`config.mk`:
```
export PLATFORM = sky130hd
export DESIGN_NAME = fpu_apu_issue
export DESIGN_NICKNAME = d
export VERILOG_FILES = /design/src/rtl/fpu_apu_pkg.sv /design/src/rtl/fpu_apu_tag_fifo.sv /design/src/rtl/fpu_apu_issue.sv
export SDC_FILE = /design/constraint.sdc
export NUM_CORES = 1
export LEC_CHECK = 0
export ABC_AREA = 1
export CAP_MARGIN = 10
export CORE_AREA = 2 2 146 148
export DETAILED_ROUTE_END_ITERATION = 10
export DIE_AREA = 0 0 148 150
export HOLD_SLACK_MARGIN = 0.15
export PLACE_DENSITY = 0.73
export SLEW_MARGIN = 25
export SYNTH_ARGS = -nofsm -noshare
export SYNTH_HDL_FRONTEND = slang
export SYNTH_SLANG_ARGS = --single-unit
```
`constraint.sdc`:
```
create_clock -name clk_i -period 2.95 [get_ports clk_i]
set_clock_uncertainty 0.2 [all_clocks]
set_input_delay 0.59 -clock clk_i [delete_from_list [all_inputs] [get_ports clk_i]]
set_output_delay 0.59 -clock clk_i [all_outputs]
set_load 0.02 [all_outputs]
```
`src/rtl/fpu_apu_pkg.sv`:
```
// Shared types and constants for the APU initiator between FP decode and the FPU wrapper.
package fpu_apu_pkg;

  localparam int unsigned APU_FLAGS_W = 11;
  localparam logic [1:0]  FMT_FP32    = 2'b10;
  localparam logic [2:0]  RM_DYN      = 3'b111;

  typedef logic [2:0] rm_t;
  typedef logic [4:0] fflags_t;

  typedef struct packed {
    logic [5:0]             op;
    logic [2:0][31:0]       operands;
    logic [APU_FLAGS_W-1:0] flags;
  } apu_req_t;

  typedef enum logic {StIdle, StReq} state_e;

  function automatic rm_t rm_eff(rm_t rm, rm_t frm);
    return (rm == RM_DYN) ? frm : rm;
  endfunction

endpackage

```
`src/rtl/fpu_apu_tag_fifo.sv`:
```
// Synchronous tag FIFO holding destination registers of granted, unanswered APU requests.
module fpu_apu_tag_fifo #(
  parameter int unsigned Depth = 2,
  parameter int unsigned Width = 5
) (
  input  logic             clk_i,
  input  logic             rst_ni,
  input  logic             push_i,
  input  logic [Width-1:0] data_i,
  input  logic             pop_i,
  output logic [Width-1:0] data_o,
  output logic             empty_o,
  output logic             full_o
);

  localparam int unsigned PtrW = (Depth > 1) ? $clog2(Depth) : 1;
  localparam int unsigned CntW = $clog2(Depth + 1);
  localparam logic [PtrW-1:0] LastPtr = PtrW'(Depth - 1);

  logic [Width-1:0] mem_q [Depth];
  logic [PtrW-1:0]  wr_ptr_q, wr_ptr_d, rd_ptr_q, rd_ptr_d;
  logic [CntW-1:0]  cnt_q, cnt_d;
  logic             push, pop;

  function automatic logic [PtrW-1:0] ptr_inc(logic [PtrW-1:0] p);
    return (p == LastPtr) ? '0 : p + PtrW'(1);
  endfunction

  assign empty_o = (cnt_q == '0);
  assign full_o  = (cnt_q == CntW'(Depth));
  assign data_o  = mem_q[rd_ptr_q];

  // A pop frees the slot the same cycle, so push is allowed on a full FIFO when popping.
  assign pop  = pop_i && !empty_o;
  assign push = push_i && (!full_o || pop);

  always_comb begin
    wr_ptr_d = wr_ptr_q;
    rd_ptr_d = rd_ptr_q;
    cnt_d    = cnt_q;
    if (push) wr_ptr_d = ptr_inc(wr_ptr_q);
    if (pop)  rd_ptr_d = ptr_inc(rd_ptr_q);
    if (push && !pop)      cnt_d = cnt_q + CntW'(1);
    else if (pop && !push) cnt_d = cnt_q - CntW'(1);
  end

  always_ff @(posedge clk_i or negedge rst_ni) begin
    if (!rst_ni) begin
      wr_ptr_q <= '0;
      rd_ptr_q <= '0;
      cnt_q    <= '0;
      for (int i = 0; i < int'(Depth); i++) mem_q[i] <= '0;
    end else begin
      wr_ptr_q <= wr_ptr_d;
      rd_ptr_q <= rd_ptr_d;
      cnt_q    <= cnt_d;
      if (push) mem_q[wr_ptr_q] <= data_i;
    end
  end

endmodule

```
`src/rtl/fpu_apu_issue.sv`:
```
// APU request initiator: issues FP ops to the FPU, tracks tags in order, writes results back.
// Optional performance counters are built when APU_PERF_CNT_EN is defined.
module fpu_apu_issue
  import fpu_apu_pkg::*;
#(
  parameter int unsigned MAX_OUTST = 2,
  parameter int unsigned TAG_W     = 5
) (
  input  logic                   clk_i,
  input  logic                   rst_ni,
  input  logic                   instr_valid_i,
  output logic                   instr_ready_o,
  input  logic [5:0]             instr_op_i,
  input  logic [2:0]             instr_rm_i,
  input  logic [TAG_W-1:0]       instr_rd_i,
  input  logic [2:0][31:0]       instr_ops_i,
  input  logic [2:0]             frm_i,
  output logic                   apu_req_o,
  input  logic                   apu_gnt_i,
  output logic [2:0][31:0]       apu_operands_o,
  output logic [5:0]             apu_op_o,
  output logic [APU_FLAGS_W-1:0] apu_flags_o,
  input  logic                   apu_rvalid_i,
  input  logic [31:0]            apu_rdata_i,
  input  logic [4:0]             apu_rflags_i,
  output logic                   wb_valid_o,
  output logic [TAG_W-1:0]       wb_rd_o,
  output logic [31:0]            wb_data_o,
  output logic [4:0]             fflags_o,
  input  logic                   fflags_clr_i,
  output logic                   busy_o,
  output logic                   err_o,
  output logic [31:0]            perf_issued_o,
  output logic [31:0]            perf_stall_o
);

  state_e           state_q, state_d;
  apu_req_t         req_q, req_d;
  logic [TAG_W-1:0] rd_q, rd_d, wb_rd_q, wb_rd_d;
  logic [31:0]      wb_data_q, wb_data_d;
  logic             wb_valid_q, wb_valid_d, err_q, err_d;
  fflags_t          fflags_q, fflags_d;
  logic             fifo_empty, fifo_full, accept, grant, bypass, push, pop;
  logic [TAG_W-1:0] head;

  assign accept = (state_q == StIdle) && instr_valid_i && !fifo_full;
  assign grant  = (state_q == StReq) && apu_gnt_i;
  // Zero-latency FPU: response belongs to the request granted this very cycle.
  assign bypass = apu_rvalid_i && fifo_empty && grant;
  assign push   = grant && !bypass;
  assign pop    = apu_rvalid_i && !fifo_empty;

  always_comb begin
    state_d    = state_q;
    req_d      = req_q;
    rd_d       = rd_q;
    wb_valid_d = pop || bypass;
    wb_rd_d    = wb_rd_q;
    wb_data_d  = wb_data_q;
    err_d      = err_q || (apu_rvalid_i && fifo_empty && !grant);
    fflags_d   = fflags_clr_i ? '0 : fflags_q;
    if (apu_rvalid_i) fflags_d = fflags_d | apu_rflags_i;
    if (wb_valid_d) begin
      wb_rd_d   = bypass ? rd_q : head;
      wb_data_d = apu_rdata_i;
    end
    case (state_q)
      StIdle: begin
        if (accept) begin
          req_d.op       = instr_op_i;
          req_d.operands = instr_ops_i;
          req_d.flags    = {FMT_FP32, 3'b000, 3'b000, rm_eff(instr_rm_i, frm_i)};
          rd_d           = instr_rd_i;
          state_d        = StReq;
        end
      end
      StReq: begin
        if (apu_gnt_i) state_d = StIdle;
      end
      default: state_d = StIdle;
    endcase
  end

  always_ff @(posedge clk_i or negedge rst_ni) begin
    if (!rst_ni) begin
      state_q    <= StIdle;
      req_q      <= '0;
      rd_q       <= '0;
      wb_valid_q <= 1'b0;
      wb_rd_q    <= '0;
      wb_data_q  <= '0;
      err_q      <= 1'b0;
      fflags_q   <= '0;
    end else begin
      state_q    <= state_d;
      req_q      <= req_d;
      rd_q       <= rd_d;
      wb_valid_q <= wb_valid_d;
      wb_rd_q    <= wb_rd_d;
      wb_data_q  <= wb_data_d;
      err_q      <= err_d;
      fflags_q   <= fflags_d;
    end
  end

  fpu_apu_tag_fifo #(
    .Depth (MAX_OUTST),
    .Width (TAG_W)
  ) u_tag_fifo (
    .clk_i   (clk_i),
    .rst_ni  (rst_ni),
    .push_i  (push),
    .data_i  (rd_q),
    .pop_i   (pop),
    .data_o  (head),
    .empty_o (fifo_empty),
    .full_o  (fifo_full)
  );

  assign instr_ready_o  = (state_q == StIdle) && !fifo_full;
  assign apu_req_o      = (state_q == StReq);
  assign apu_op_o       = req_q.op;
  assign apu_operands_o = req_q.operands;
  assign apu_flags_o    = req_q.flags;
  assign wb_valid_o     = wb_valid_q;
  assign wb_rd_o        = wb_rd_q;
  assign wb_data_o      = wb_data_q;
  assign fflags_o       = fflags_q;
  assign err_o          = err_q;
  assign busy_o         = (state_q == StReq) || !fifo_empty;

`ifdef APU_PERF_CNT_EN
  logic [31:0] issued_q, issued_d, stall_q, stall_d;

  always_comb begin
    issued_d = issued_q + (grant ? 32'd1 : 32'd0);
    stall_d  = stall_q + ((apu_req_o && !apu_gnt_i) ? 32'd1 : 32'd0);
  end

  always_ff @(posedge clk_i or negedge rst_ni) begin
    if (!rst_ni) begin
      issued_q <= '0;
      stall_q  <= '0;
    end else begin
      issued_q <= issued_d;
      stall_q  <= stall_d;
    end
  end

  assign perf_issued_o = issued_q;
  assign perf_stall_o  = stall_q;
`else
  assign perf_issued_o = '0;
  assign perf_stall_o  = '0;
`endif

endmodule
```
-- Word-level counts from Yosys, hierarchy flattened
Cells that the tools add are included.
- flip-flop bits (word level): 170
- bits of input ports: 156
- output and inout bits: 224
- order comparisons: 3
- mux-type cells: 17
- add/sub/neg operators: 4
- equality and inequality tests: 2
- bitwise logic cells: 4
- reductions and logical operators: 27
- operators with widths (operator ; number):
    $mux W5 ; 7
    $logic_and A1 B1 Y1 ; 14
    $bwmux W10 ; 1
    $logic_not A1 Y1 ; 6
    $demux W5 S1 ; 1
    $or A5 B5 Y5 ; 1
    $ge A2 B2 Y1 const B ; 2
    $logic_or A1 B1 Y1 ; 4
    $mux W1 ; 4
    $mux W2 ; 2
    $not A1 Y2 ; 2
    $eq A3 B3 Y1 const B ; 1
    $mux W3 ; 1
    $add A1 B1 Y1 const B ; 2
    $add A2 B1 Y2 const B ; 1
    $eq A2 B2 Y1 const B ; 1
    $logic_not A2 Y1 ; 1
    $lt A2 B1 Y1 const B ; 1
    $pmux W1 S2 ; 1
    $reduce_and A2 Y1 ; 1
    $reduce_bool A2 Y1 ; 1
    $sub A2 B1 Y2 const B ; 1
    $not A1 Y1 ; 1

-- Depth between registers and ports, before layout
- word-level depth: 10
- mapped depth: 10
- gate-level depth less buffers: 10

-- By module
A second synthesis with hierarchy kept.
- cells, all modules: 845
- area, all modules: 7297.0 um2
- by module, submodules not included (module ; times used ; sequential area each (um2) ; area an instance (um2) ; cells each):
    fpu_apu_issue ; 1 ; 3903.7 ; 6591.3 ; 757
    fpu_apu_tag_fifo ; 1 ; 350.3 ; 705.7 ; 88

-- Least setup slack after synthesis
Ideal clock, no wire load.
- kind: input port to flip-flop
- from: input apu_rvalid_i
- to: register u_tag_fifo.cnt_q[1]
- arrival time: 1.673 ns
- slack: 0.954 ns
- buffers on the path: 1
- cell stages on the path: 8
- setup time: 0.122 ns
- cells stage by stage: buf_4 inv_1 nor2_4 inv_4 ha_1 nor2_1 nand2_1 xor2_1
- cells in the longest elaborated chain, start to end: 8
- RTL lines (what ; RTL line ; text):
    start: declaration ; fpu_apu_issue.sv:23 ; input logic apu_rvalid_i,
    $logic_and A1 B1 Y1 (2 in a row) ; fpu_apu_issue.sv:49 ; assign bypass = apu_rvalid_i && fifo_empty && grant;
    $logic_not A1 Y1 ; fpu_apu_issue.sv:50 ; assign push = grant && !bypass;
    $logic_and A1 B1 Y1 ; fpu_apu_issue.sv:50 ;
    $logic_and A1 B1 Y1 ; fpu_apu_tag_fifo.sv:35 ; assign push = push_i && (!full_o || pop);
    $logic_not A1 Y1 ; fpu_apu_tag_fifo.sv:44 ; else if (pop && !push) cnt_d = cnt_q - CntW'(1);
    $logic_and A1 B1 Y1 ; fpu_apu_tag_fifo.sv:44 ;
    $reduce_bool A2 Y1 (no source line) ; -- ;
    end signal: assignment ; fpu_apu_tag_fifo.sv:56 ; cnt_q <= cnt_d;
    end: declaration ; fpu_apu_tag_fifo.sv:22 ; logic [CntW-1:0] cnt_q, cnt_d;
Parallel ways exist; a longest one is shown, timed or not.
A chain may end at the register's enable or synchronous reset.

-- Worst setup path after layout
- from: register u_tag_fifo.cnt_q[0]
- to: output busy_o
- cells in the longest elaborated chain, start to end: 3
- RTL lines (what ; RTL line ; text):
    $logic_not A2 Y1 ; fpu_apu_tag_fifo.sv:29 ; assign empty_o = (cnt_q == '0);
    $logic_not A1 Y1 ; fpu_apu_issue.sv:130 ; assign busy_o = (state_q == StReq) || !fifo_empty;
    $logic_or A1 B1 Y1 ; fpu_apu_issue.sv:130 ;
    end: declaration ; fpu_apu_issue.sv:31 ; output logic busy_o,
Every way passes these cells.

==> results.sh <==
export IMPL_hold_viol=0
export IMPL_synth_main_ff_cell="dfrtp_1"
export IMPL_worst_hold_slack_ns=0.266
export IMPL_cp_required_ns=2.16
export IMPL_critical_path_top_delay_family="buffers and inverters"
export IMPL_end_kind="output port"
export IMPL_hp_class="reg -> reg"
export IMPL_finalPower_uw=11700
export IMPL_dieWidth_um=148
export IMPL_setup_worst_path_start_class="flop"
export IMPL_r2r_start="u_tag_fifo.cnt_q[0]"
export IMPL_worst_path_max_fanout=6
export IMPL_layout_drive_gt1_share_pct=7.18
export IMPL_drc=0
export IMPL_wl_per_cell_um=14.0
export IMPL_ys_seq_area_share_pct=58.4
export IMPL_period_needed_ns=2.55
export IMPL_max_cap_violations=0
export IMPL_gp_congestion=0.822
export IMPL_cts_hold_buf=1
export IMPL_nNetsFinal=1287
export IMPL_clk_latency_ns=0.42
export IMPL_netlist_area_sq_mm=0.00729
export IMPL_die_y_um=150
export IMPL_placementRows=53
export IMPL_grt_ovfl_total=0
export IMPL_grt_pass1_wl_mm=31.1
export IMPL_dpl_cell_area_sq_mm=0.0104
export IMPL_synthArstFlopShare_pct=100
export IMPL_cp_arrival_ns=1.76
export IMPL_initial_core_util_pct=35.2
export IMPL_crit_start="u_tag_fifo.cnt_q[0]"
export IMPL_cts_clk_slew_worst_paths_ns=0.07
export IMPL_mostFrequentLayoutCells="nand2_1 (444), clkdlybuf4s50_1 (307), dfrtp_1 (170)"
export IMPL_synth_edf_count=0
export IMPL_cpMaxStageDelayCell="clkdlybuf4s50_1"
export IMPL_min_delay_start="u_tag_fifo.mem_q[6]"
export IMPL_cts_root_buf="clkbuf_16"
export IMPL_via_per_inst=4.24
export IMPL_crit_chain="nor2_4 > nand2_1 > clkdlybuf4s50_1"
export IMPL_layout_commonest_cell="nand2_1"
export IMPL_drtIter0Drc=231
export IMPL_ant_nets=0
export IMPL_firstDrtPassIters=6
export IMPL_period_share_pct=86.3
export IMPL_max_slew_margin_rel_pct=51.5
export IMPL_setup_violations=0
export IMPL_cts_setup_buffers=0
export IMPL_boundaryPins=380
export IMPL_design_die_area_sq_mm=0.0222
export IMPL_fin_area_sq_mm=0.0109
export IMPL_grt_max_degree=110
export IMPL_outcome="complete, no violations"
export IMPL_numPortBuffers=308
export IMPL_cts_buffers=17
export IMPL_power_density_mw_per_mm2=1070
export IMPL_avgSynthCellArea_sq_um=8.90
export IMPL_fillers=1920
export IMPL_critPathBufInv=1
export IMPL_final_util_pct=52.8
export IMPL_dp_hpwl_mm=14.4
export IMPL_routed_via_count=6007
export IMPL_htree_levels=4
export IMPL_slew_viol_final=0
export IMPL_core_sq_mm=0.0207
export IMPL_vdd_ir_drop_max_uv=585
export IMPL_n_antenna_cell=0
export IMPL_post_cts_resized=0
export IMPL_synth_cell_types=28
export IMPL_synthCells=819
export IMPL_worstMarginPinSlew_ns=0.727
export IMPL_yosysWarnings=0
export IMPL_leakagePower_uw=0.00541
export IMPL_fmax_ghz=0.393
export IMPL_tns_ns=0
export IMPL_first_global_vias=5858
export IMPL_synthToLayoutAreaGrowth_pct=50.0
export IMPL_cp_slowest_stage_delay_ns=0.55
export IMPL_ys_ff_latch=170
export IMPL_wirelength_mm=19.8
export IMPL_cts_sinks=170
export IMPL_rsz0062_at_grt="false"
export IMPL_grt_total_usage_pct=17.9
export IMPL_cts_tree="yes"
export IMPL_clock_path_buffers=2
export IMPL_worst_setup_path_type="reg -> out"
export IMPL_antenna_found_initial=1
[path summary, 6_finish.rpt]
kind	end	slack [ns]	cells past startpoint
worst max-delay path	busy_o	0.40	3
worst min-delay path	u_tag_fifo.mem_q[6]	0.27	2
worst max register to register	u_tag_fifo.cnt_q[1]	1.05	8
worst min register to register	u_tag_fifo.mem_q[6]	0.27	2
max in group asynchronous	apu_operands_o[12]	1.28	3
min in group asynchronous	fflags_o[3]	0.56	2
[report_power, final]
| part | total, uW | switching (uW) | leakage (uW) | internal, uW |
|---|---|---|---|---|
| sequential | 4070 | 664 | 0.00210 | 3400 |
| combinational | 5550 | 3110 | 0.00306 | 2440 |
| clock | 2060 | 951 | 0.000250 | 1100 |
| total | 11700 | 4730 | 0.00541 | 6940 |
[metrics by stage]
stage               std cells  setup slack [ns]
global route             1417             0.305
finish                   1417             0.404
detailed placement       1385             0.352
global placement         1385             0.375
floorplan                 889             0.954
CTS                      1417             0.373
[cells by family (layout without fill, tap and decap cells)]
logic type / Yosys count / count (layout) / share of synthesized area, %
DFF: 170 / 170 / 58.4
AOI/OAI and AO/OA: 20 / 20 / 1.55
other: 1 / 71 / 0.0515
xor gates and xnor gates: 3 / 3 / 0.361
and+or+nand+nor: 500 / 500 / 27.9
adders and majority gates: 1 / 1 / 0.172
buffers and inverters: 124 / 377 / 11.6
[worst reg2reg max path, stage by stage, from the launching register on]
cell and delay [ns]:
dfrtp_1 0.45, nor2_4 0.26, a21oi_1 0.13, nand2_1 0.09
inv_1 0.04, ha_1 0.30, nor2_1 0.11, nand2_1 0.07
xor2_1 0.14
[layout make-up]
class                      count  area [sq um]  share of cell area, %
clock inverter                12          93.8                  0.859
clock buffer                  19           443                   4.05
sequential                   170          4250                   38.9
timing repair buffer         327          3250                   29.8
multi-input combinational    595          2460                   22.5
tap                          275           344                   3.15
inverter                      19          80.1                  0.733
[state kept, by name, indices dropped and copies added, names as in the netlist]
name / flops
apu_operands_o: 96
rd_q: 5
wb_rd_o: 5
u_tag_fifo.cnt_q: 2
apu_req_o: 1
wb_valid_o: 1
u_tag_fifo.rd_ptr_q: 1
err_o: 1
u_tag_fifo.wr_ptr_q: 1
apu_op_o: 6
wb_data_o: 32
u_tag_fifo.mem_q: 10
apu_flags_o: 4
fflags_o: 5
[Yosys cell counts (2+ instances only)]
| master | instances | share of area, % |
|---|---|---|
| buf_2 | 14 | 0.96 |
| buf_4 | 82 | 8.4 |
| buf_6 | 6 | 0.93 |
| clkbuf_1 | 3 | 0.15 |
| dfrtp_1 | 170 | 58 |
| inv_1 | 16 | 0.82 |
| nand2_1 | 444 | 23 |
| nand2_2 | 20 | 1.7 |
| nand3_1 | 9 | 0.62 |
| nand4_1 | 13 | 1.1 |
| nor2_1 | 3 | 0.15 |
| nor2_2 | 2 | 0.17 |
| nor2_4 | 2 | 0.31 |
| o211ai_1 | 4 | 0.41 |
| o21ai_0 | 14 | 0.96 |
| or2_2 | 4 | 0.34 |
| xor2_1 | 2 | 0.24 |
[layer usage]
metal	up-vias	routed length, um	global-route usage [%]
met2	251	9300	28.8
met5	-	0	0
met3	17	2130	8.08
li1	2970	-	-
met4	0	238	5.33
met1	2769	8100	21.6
Power figures use the tool's default switching activity.
